$ cat src/rtl/mul_pkg.sv
// Shared types and helpers for the shift-add multiplier.
//   state_t   : controller states
//   cnt_width : iteration-counter width, ceil(log2(bits+1))
package mul_pkg;

    typedef enum logic [1:0] {
        IDLE = 2'd0,
        RUN  = 2'd1,
        NEG  = 2'd2,
        DONE = 2'd3
    } state_t;

    function automatic int unsigned cnt_width(input int unsigned bits);
        return $clog2(bits + 1);
    endfunction

endpackage

$ cat src/rtl/mul_if.sv
// Request/result bundle for the multiplier.
//   a, b   : operands, sampled on a start cycle
//   start  : one-cycle request
//   p      : registered product (2*BITS)
//   busy   : multiplication in progress
//   rdy    : p holds a valid result, held until the next start
interface mul_if #(
    parameter int unsigned BITS = 32
);
    logic [BITS-1:0]   a;
    logic [BITS-1:0]   b;
    logic              start;
    logic [2*BITS-1:0] p;
    logic              busy;
    logic              rdy;

    modport master (output a, output b, output start,
                    input  p, input  busy, input  rdy);
    modport slave  (input  a, input  b, input  start,
                    output p, output busy, output rdy);
endinterface

$ cat src/rtl/mul.sv
// Sequential LSB-first shift-add multiplier, one iteration per clock.
// Ports:
//   clk   : rising-edge clock
//   rst_n : asynchronous active-low reset
//   bus   : mul_if slave (a, b, start in; p, busy, rdy out)
// Build option: define MUL_SIGNED_EN for two's-complement operands/product
// (magnitudes are multiplied, then the result is negated in the NEG state).
// Without it operands are unsigned and NEG is unreachable.
module mul
    import mul_pkg::*;
#(
    parameter int unsigned BITS = 32
) (
    input  logic clk,
    input  logic rst_n,
    mul_if.slave bus
);

    localparam int unsigned PW = 2 * BITS;
    localparam int unsigned AW = PW + 1;
    localparam int unsigned HW = BITS + 1;
    localparam int unsigned CW = cnt_width(BITS);

    state_t          state;
    logic [AW-1:0]   acc;
    logic [BITS-1:0] mcand;
    logic [CW-1:0]   cnt;
    logic            sign;

    logic [BITS-1:0] mag_a_c;
    logic [BITS-1:0] mag_b_c;
    logic            sign_c;
    logic [HW-1:0]   sum_c;
    logic [AW-1:0]   step_c;
    logic            last_c;

    // Operand conditioning: magnitudes and result sign.
    // -2^(BITS-1) negates to itself, which read unsigned is 2^(BITS-1).
`ifdef MUL_SIGNED_EN
    always_comb begin
        mag_a_c = bus.a[BITS-1] ? BITS'(-bus.a) : bus.a;
        mag_b_c = bus.b[BITS-1] ? BITS'(-bus.b) : bus.b;
        sign_c  = bus.a[BITS-1] ^ bus.b[BITS-1];
    end
`else
    assign mag_a_c = bus.a;
    assign mag_b_c = bus.b;
    assign sign_c  = 1'b0;
    assign sign    = 1'b0;
`endif

    // One shift-add step: the upper half plus a carry bit absorbs the add,
    // then the whole accumulator shifts right. The multiplier occupies the
    // low half and is consumed from bit 0 as product bits shift in.
    always_comb begin
        sum_c = acc[AW-1:BITS];
        if (acc[0]) begin
            sum_c = acc[AW-1:BITS] + HW'(mcand);
        end
        step_c = {1'b0, sum_c, acc[BITS-1:1]};
        last_c = (cnt == CW'(BITS - 1));
    end

    // Controller and datapath registers.
    always_ff @(posedge clk or negedge rst_n) begin
        if (!rst_n) begin
            state    <= IDLE;
            acc      <= '0;
            mcand    <= '0;
            cnt      <= '0;
`ifdef MUL_SIGNED_EN
            sign     <= 1'b0;
`endif
            bus.p    <= '0;
            bus.rdy  <= 1'b0;
            bus.busy <= 1'b0;
        end else if (bus.start) begin
            // Start from any state aborts whatever was running; p is kept.
            state    <= RUN;
            mcand    <= mag_a_c;
            acc      <= AW'(mag_b_c);
            cnt      <= '0;
`ifdef MUL_SIGNED_EN
            sign     <= sign_c;
`endif
            bus.rdy  <= 1'b0;
            bus.busy <= 1'b1;
        end else begin
            case (state)
                RUN: begin
                    acc <= step_c;
                    cnt <= cnt + CW'(1);
                    if (last_c) begin
                        if (sign && (step_c[PW-1:0] != '0)) begin
                            state <= NEG;
                        end else begin
                            state    <= DONE;
                            bus.p    <= step_c[PW-1:0];
                            bus.rdy  <= 1'b1;
                            bus.busy <= 1'b0;
                        end
                    end
                end
`ifdef MUL_SIGNED_EN
                NEG: begin
                    acc      <= -acc;
                    bus.p    <= -acc[PW-1:0];
                    state    <= DONE;
                    bus.rdy  <= 1'b1;
                    bus.busy <= 1'b0;
                end
`endif
                default: ;
            endcase
        end
    end

endmodule

$ cat src/flat_wrapper.sv
// flat-port wrapper written by rule: the top's interface ports become plain ports
module mul_flat import mul_pkg::*;
#(
    parameter int unsigned BITS = 32
)
  (clk, rst_n, bus_a, bus_b, bus_start, bus_p, bus_busy, bus_rdy);
  mul_if #(.BITS(BITS)) bus_i ();
  input  logic clk;
  input  logic rst_n;
  input wire logic [$bits(bus_i.a)-1:0] bus_a;
  input wire logic [$bits(bus_i.b)-1:0] bus_b;
  input wire logic [$bits(bus_i.start)-1:0] bus_start;
  output wire logic [$bits(bus_i.p)-1:0] bus_p;
  output wire logic [$bits(bus_i.busy)-1:0] bus_busy;
  output wire logic [$bits(bus_i.rdy)-1:0] bus_rdy;
  assign bus_i.a = bus_a;
  assign bus_i.b = bus_b;
  assign bus_i.start = bus_start;
  assign bus_p = bus_i.p;
  assign bus_busy = bus_i.busy;
  assign bus_rdy = bus_i.rdy;
  mul #(.BITS(BITS)) u_core (.clk(clk), .rst_n(rst_n), .bus(bus_i));
endmodule
$ cat config.mk
export PLATFORM = sky130hd
export DESIGN_NAME = mul_flat
export DESIGN_NICKNAME = d
export VERILOG_FILES = /design/src/rtl/mul_pkg.sv /design/src/rtl/mul_if.sv /design/src/rtl/mul.sv /design/src/flat_wrapper.sv
export SDC_FILE = /design/constraint.sdc
export NUM_CORES = 1
export LEC_CHECK = 0
export CORE_MARGIN = 2
export CORE_UTILIZATION = 25
export CTS_CLUSTER_SIZE = 20
export DETAILED_ROUTE_END_ITERATION = 16
export DONT_BUFFER_PORTS = 1
export PLACE_DENSITY = 0.41
export SLEW_MARGIN = 30
export SYNTH_ARGS = -nofsm -noshare
export SYNTH_HDL_FRONTEND = slang
export SYNTH_SLANG_ARGS = --single-unit
$ cat constraint.sdc
create_clock -name clk -period 8.4 [get_ports clk]
set_input_delay 1.26 -clock clk [delete_from_list [all_inputs] [get_ports clk]]
set_output_delay 1.26 -clock clk [all_outputs]
set_load 0.02 [all_outputs]
==> impl_metrics.py, run 1 <==
metrics = {
    "timing": {
        "final_max_slew_viol_count": 0,
        "fin_setup_tns_ns": 0,
        "hold_viol_final": 0,
        "rsz0062_at_grt": "false",
        "fmax_ghz": 0.3174,
        "slew_headroom": 0.5122,
        "finalSetupViolCount": 0,
        "finalCritPeriodShare": 0.3750,
        "worst_pin_slew_ns": 0.7317,
        "min_period_ns": 3.150,
        "skew_ns": 0.01555,
    },
    "global_route": {
        "grt_pass1_wl_mm": 40.12,
        "grt_pass1_vias": 6496,
        "grt_max_degree": 170,
        "grt.overflow.total": 0,
        "antenna_found_initial": 1,
        "grt_usage": 0.1408,
    },
    "flow_run": {
        "maxCapViolCount": 0,
    },
    "cells_and_area": {
        "fin_cells": 1361,
        "multiInputGateArea_mm2": 0.004420,
        "seqCellArea_mm2": 0.004230,
        "nNetsFinal": 987,
        "layout-drive-gt1-share": 0.09677,
        "syn2layout_area_growth_pct": 11.36,
        "fin_util": 0.2803,
        "fill_cells": 3704,
        "fin_area_mm2": 0.009898,
    },
    "clocking": {
        "cts_max_level": 4,
        "hold_buffers": 0,
        "path_clk_slew_ns": 0.07,
        "clk_latency_ns": 0.44,
        "clock_tree.root_cell": "clkbuf_16",
        "clk_path_buf_depth": 2,
        "cts_post_setup_buffers_inserted": 0,
        "numCtsBuffers": 17,
        "cts.repair.resized": 0,
        "clock-sinks": 169,
        "cts_tree": "done",
    },
    "power": {
        "clockPowerShare": 0.358,
        "p_leak_nw": 4.509,
        "internal_power_w": 0.001525,
        "power_density_mw_per_mm2": 227.0,
        "p_seq_frac": 0.414,
        "p_switching_w": 0.0007214,
        "peakVddDrop_mv": 0.1285,
        "p_total_w": 0.002247,
        "switching_share": 0.3211,
        "p_comb_frac": 0.228,
    },
    "worst_setup_path": {
        "r2r_end": "u_core.acc[61]",
        "ff2ff_path_depth": 9,
        "critPathKind": "flop to flop",
        "cp-end-kind": "flop",
        "critPathRequiredTime_ns": 8.69,
        "arrival_ns": 3.44,
        "reg2reg_setup_slack_ns": 5.25,
        "crit_fanout": 3,
        "timing.rr.start": "u_core.mcand[0]",
        "cp-start-kind": "flop",
        "critPathLaunch": "u_core.mcand[0]",
    },
    "yosys": {
        "synth-seq-cells": 169,
        "synth.area.top_cells": "dfrtp_1 (48%), nand2_1 (7.5%), mux2i_1 (5.7%)",
        "synth_common_cells": "nand2_1 (178), dfrtp_1 (169), nor2_1 (55)",
        "yosys_warnings": 0,
        "synth-main-ff-cell": "dfrtp_1",
        "synth-async-reset-ratio": 1.000,
        "yosys.area.top_type": "dfrtp_1",
        "yosys.area.top_type_share": 0.4758,
        "syn_avg_cell_area_um2": 9.682,
        "synth.distinct_cells": 60,
        "synth_edf_count": 0,
        "ys_seq_area_frac": 0.4758,
        "syn_nets": 1019,
        "yosysMostFrequentCell": "nand2_1",
        "syn_inst": 918,
        "synth.cell_area_mm2": 0.008889,
    },
    "placement": {
        "port_buffers": 0,
        "hpwl_mm": 17.15,
        "place_inst": 1328,
        "place.gp.congestion": 0.7721,
        "placed_area_mm2": 0.009310,
    },
    "die": {
        "coreArea_mm2": 0.03531,
        "initial_utilization": 0.2517,
        "die_h_um": 192.6,
        "die_w_um": 192.6,
        "num_rows": 69,
        "die_area_mm2": 0.03708,
        "ioPinCount": 133,
    },
    "drt": {
        "wl_per_cell_um": 18.63,
        "firstDrtPassIters": 5,
        "vias": 6520,
        "ant_nets": 0,
        "drc": 0,
        "drt-total-wl_mm": 25.35,
        "drtIter0Drc": 358,
        "vias_per_cell": 4.791,
    },
    "status": {
        "status": "finished clean",
    },
    "min_path": {
        "worstHoldPathCells": 2,
        "min_path_type": "flop to flop",
        "min-delay-start": "u_core.acc[19]",
        "min_to": "u_core.bus.p[18]",
    },
}
-- flip-flops by register name, summed over array words and instances, names as in the netlist --
signal,cells
u_core.acc,64
u_core.bus.p,64
u_core.mcand,32
u_core.cnt,6
u_core.state,2
u_core.bus.busy,1
-- worst max-delay path by stage --
stage | slack, ns | depth (start not counted) | end
2_1_floorplan | 5.67 | 10 | u_core.acc[59]
3_3_place_gp | 5.23 | 9 | u_core.acc[61]
3_5_place_dp | 5.17 | 5 | u_core.bus.p[62]
4_1_cts | 5.22 | 9 | u_core.acc[61]
5_1_grt | 4.99 | 9 | u_core.acc[61]
6_report | 5.25 | 9 | u_core.acc[61]
-- routing by layer --
| metal | track usage | vias up | wire, µm |
|---|---|---|---|
| met5 | 0 | - | 0 |
| met2 | 0.2037 | 99 | 11150 |
| met1 | 0.2057 | 3192 | 12880 |
| met3 | 0.03510 | 16 | 1056 |
| met4 | 0.04081 | 0 | 269 |
| li1 | - | 3213 | - |
-- final cells by class --
| type | count | share of cell area |
|---|---|---|
| Multi-Input combinational cell | 683 | 0.4466 |
| Clock inverter | 13 | 0.01340 |
| Clock buffer | 19 | 0.04576 |
| Sequential cell | 169 | 0.4274 |
| Timing Repair Buffer | 7 | 0.005309 |
| Inverter | 8 | 0.003034 |
| Antenna cell | 1 | 0.0002528 |
| Tap cell | 461 | 0.05827 |
-- logic make-up (layout without fill, tap and decap cells) --
logic type	Yosys count	in the layout	share of synthesized area
DFF	169	169	0.4758
and+or+nand+nor	320	320	0.1570
other	0	1	0
AOI/OAI and AO/OA	217	217	0.1623
adders and majority gates	34	34	0.04871
muxes	86	86	0.1022
xor gates and xnor gates	26	26	0.02562
buffers and inverters	66	47	0.02844
-- power by group through the flow --
stage	combinational [W]	clock (W)	sequential, W
3_5_place_dp	0.000511	0	0.000946
5_1_grt	0.000574	0.000868	0.000940
3_3_place_gp	0.000513	0	0.000946
2_1_floorplan	0.000419	0	0.000924
6_report	0.000512	0.000805	0.000930
4_1_cts	0.000515	0.000839	0.000931
-- critical path, cell delays in order (launching register included) --
cell and delay [ns]:
dfrtp_1 0.39, ha_1 0.23, fa_1 0.41, a21o_1 0.20, a221o_1 0.35, o2bb2ai_1 0.23
o2111ai_1 0.37, a211oi_1 0.13, a2111oi_1 0.53, a211oi_1 0.16
-- metrics by stage --
stage / hold slack [ns] / setup WS [ns]
6_report: 0.4974 / 5.250
5_1_grt: 0.5036 / 4.986
4_1_cts: 0.5005 / 5.223
3_5_place_dp: 0.4781 / 5.166
3_3_place_gp: 0.4789 / 5.226
2_1_floorplan: 0.4599 / 5.667
-- layout by cell type, fill, tap and decap left out, types with 7 or more instances in the layout --
master       n
a211oi_1    17
a21o_1      23
a21oi_1     42
a22o_1       8
a31oi_1     15
and3_1      13
buf_4        7
clkbuf_16   17
dfrtp_1    168
ha_1        33
inv_1        8
mux2_2      33
mux2i_1     51
nand2_1    177
nand3_1     21
nand4_1     11
nor2_1      55
nor3_1       9
o21ai_0     48
o21ai_1     15
xnor2_1     18
xor2_1       8
No activity file was read; power rests on OpenSTA's default activity.
==> run 2: changes to the inputs <==
--- a/config.mk
+++ b/config.mk
@@ -10,7 +10,7 @@
 export CTS_CLUSTER_SIZE = 20
 export DETAILED_ROUTE_END_ITERATION = 16
 export DONT_BUFFER_PORTS = 1
-export PLACE_DENSITY = 0.41
+export PLACE_DENSITY = 0.43
 export SLEW_MARGIN = 30
 export SYNTH_ARGS = -nofsm -noshare
 export SYNTH_HDL_FRONTEND = slang
==> constraint.sdc (replaced) <==
create_clock -name clk -period 2.6 [get_ports clk]
set_input_delay 0.39 -clock clk [delete_from_list [all_inputs] [get_ports clk]]
set_output_delay 0.39 -clock clk [all_outputs]
set_load 0.02 [all_outputs]
==> impl_metrics.py, run 2 (synthesis results as in run 1) <==
metrics = {
    "placement": {
        "place.gp.congestion": 0.7747,
        "hpwl_mm": 17.84,
        "placed_area_mm2": 0.009831,
        "dpl_worst_slack_ns": -0.3525,
        "place_inst": 1395,
        "port_buffers": 0,
    },
    "clocking": {
        "clk_path_buf_depth": 2,
        "cts_tree": "done",
        "clock_tree.root_cell": "clkbuf_16",
        "cts_max_level": 4,
        "clock-sinks": 169,
        "path_clk_slew_ns": 0.07,
        "numCtsBuffers": 17,
        "clk_latency_ns": 0.45,
    },
    "drt": {
        "top_layer": "met4",
        "wl_met3_mm": 1.084,
        "drc": 0,
        "wl_met2_mm": 11.59,
        "wl_met1_mm": 12.94,
        "drt-total-wl_mm": 26.22,
        "wl_per_cell_um": 18.28,
        "vias": 6850,
        "vias_per_cell": 4.777,
        "drtIter0Drc": 297,
        "ant_nets": 0,
        "firstDrtPassIters": 4,
    },
    "worst_setup_path": {
        "cp-start-kind": "flop",
        "crit_fanout": 2,
        "reg2reg_setup_slack_ns": -0.15,
        "cp-end-kind": "flop",
        "timing.rr.start": "u_core.mcand[0]",
        "critPathKind": "flop to flop",
        "arrival_ns": 3.10,
        "crit_path_end": "u_core.acc[59]",
        "critPathRequiredTime_ns": 2.95,
        "critPathLaunch": "u_core.mcand[0]",
        "ff2ff_path_depth": 10,
        "r2r_end": "u_core.acc[59]",
    },
    "cells_and_area": {
        "mostFrequentLayoutCell": "nand2_1",
        "fin_area_mm2": 0.01078,
        "fill_cells": 3693,
        "nNetsFinal": 1060,
        "layout-drive-gt1-share": 0.2140,
        "syn2layout_area_growth_pct": 21.24,
        "fin_cells": 1434,
        "final_cell_mix": "nand2_1 (176), dfrtp_1 (168), buf_4 (76), nor2_1 (52), mux2i_1 (49)",
        "reg.largest.list": "u_core.acc (64), u_core.bus.p (64), u_core.mcand (32)",
    },
    "timing": {
        "finalSetupViolCount": 17,
        "final_max_slew_viol_count": 0,
        "fmax_ghz": 0.3641,
        "skew_ns": 0.02264,
        "finalCritPeriodShare": 1.056,
        "worst_pin_slew_ns": 0.7249,
        "setup_slack_ns": -0.1462,
        "hold_viol_final": 169,
        "fin_setup_tns_ns": -1.081,
        "slew_headroom": 0.5167,
        "rsz0062_at_grt": "true",
        "whs_ns": -0.3446,
        "min_period_ns": 2.746,
    },
    "global_route": {
        "grt.overflow.total": 0,
        "grt_max_degree": 170,
        "grt_pass1_wl_mm": 41.09,
        "antenna_found_initial": 2,
        "grt_usage": 0.1448,
        "grt_pass1_vias": 6883,
    },
    "die": {
        "die_area_mm2": 0.03708,
        "initial_utilization": 0.2517,
        "num_rows": 69,
        "die_w_um": 192.6,
        "coreArea_mm2": 0.03531,
        "die_h_um": 192.6,
        "ioPinCount": 133,
    },
    "power": {
        "p_total_w": 0.007758,
        "peakVddDrop_mv": 0.4641,
        "p_leak_nw": 4.894,
        "power_density_mw_per_mm2": 719.9,
    },
    "min_path": {
        "min_path_type": "input pin to asynchronous set/reset pin",
    },
    "status": {
        "status": "complete, but fails checks",
        "violations": "negative hold slack, negative setup slack",
    },
    "flow_run": {
        "maxCapViolCount": 0,
    },
}
## run 2: changes by cell type in the layout (fill, tap and decap cells not counted), sizes merged
cell | before | now
clkinvlp | 1 | 2
clkbuf | 19 | 20
buf | 7 | 80
inv | 14 | 12
## run 2: worst min path at each step
stage          start                to  cells past startpoint
2_1_floorplan  rst_n     u_core.acc[0]                      0
3_3_place_gp   rst_n  u_core.mcand[30]                      0
3_5_place_dp   rst_n   u_core.bus.p[5]                      0
4_1_cts        rst_n    u_core.acc[23]                      0
5_1_grt        rst_n   u_core.bus.p[6]                      0
6_report       rst_n   u_core.bus.p[6]                      0
## run 2: where the power goes
group / switching [W] / total, W / leakage, nW / internal (W)
Combinational: 0.00114 / 0.00223 / 2.42 / 0.00110
Clock: 0.00116 / 0.00252 / 0.272 / 0.00136
Sequential: 0.000181 / 0.00301 / 2.20 / 0.00282
Total: 0.00248 / 0.00776 / 4.89 / 0.00528
## run 2: layer usage
metal  vias up  track usage
li1       3353            -
met1      3357       0.2035
met2       111       0.2153
met3        29      0.03528
met4         0      0.05109
met5         -            0
## run 2: area by class of cell
cell class / count / area (µm²) / area share
repair buffers: 80 / 624.3 / 0.05794
flip-flops and latches: 169 / 4230 / 0.3925
well taps: 461 / 576.8 / 0.05352
clock buffers: 20 / 446.7 / 0.04145
multi-input cells: 683 / 4750 / 0.4407
diodes: 1 / 2.502 / 0.0002322
inverters: 8 / 30.03 / 0.002786
clock inverters: 12 / 116.4 / 0.01080
## run 2: stage by stage
stage,util,hold slack (ns)
floorplan,-,0.09441
finish,0.3052,-0.3446
CTS,0.2977,-0.3775
global placement,0.2784,0.1035
detailed placement,0.2784,0.1092
global route,0.3051,-0.3764
## run 2: critical path, cell delays in order, from the launching register on
cell and delay [ns]:
dfrtp_1 0.39, ha_2 0.20, fa_2 0.34, a21o_1 0.18, a221o_1 0.35, a221oi_4 0.30, o21ai_2 0.10, o21ai_2 0.16
o21ai_2 0.09, mux2_4 0.32, a311oi_2 0.22
## run 2: timing repair
item	in CTS	in global routing
buffers inserted	2	4
pin swaps	11	20
endpoints found under the setup margin	29	37
resized for setup	18	47
hold endpoints to repair	169	169
==> run 3: changes to the inputs <==
--- a/config.mk
+++ b/config.mk
@@ -7,6 +7,7 @@
 export LEC_CHECK = 0
 export CORE_MARGIN = 2
 export CORE_UTILIZATION = 25
+export CTS_CLUSTER_DIAMETER = 60
 export CTS_CLUSTER_SIZE = 20
 export DETAILED_ROUTE_END_ITERATION = 16
 export DONT_BUFFER_PORTS = 1
==> results of run 3 <==
Final layout, timing and power as in run 2 (identical DEF).
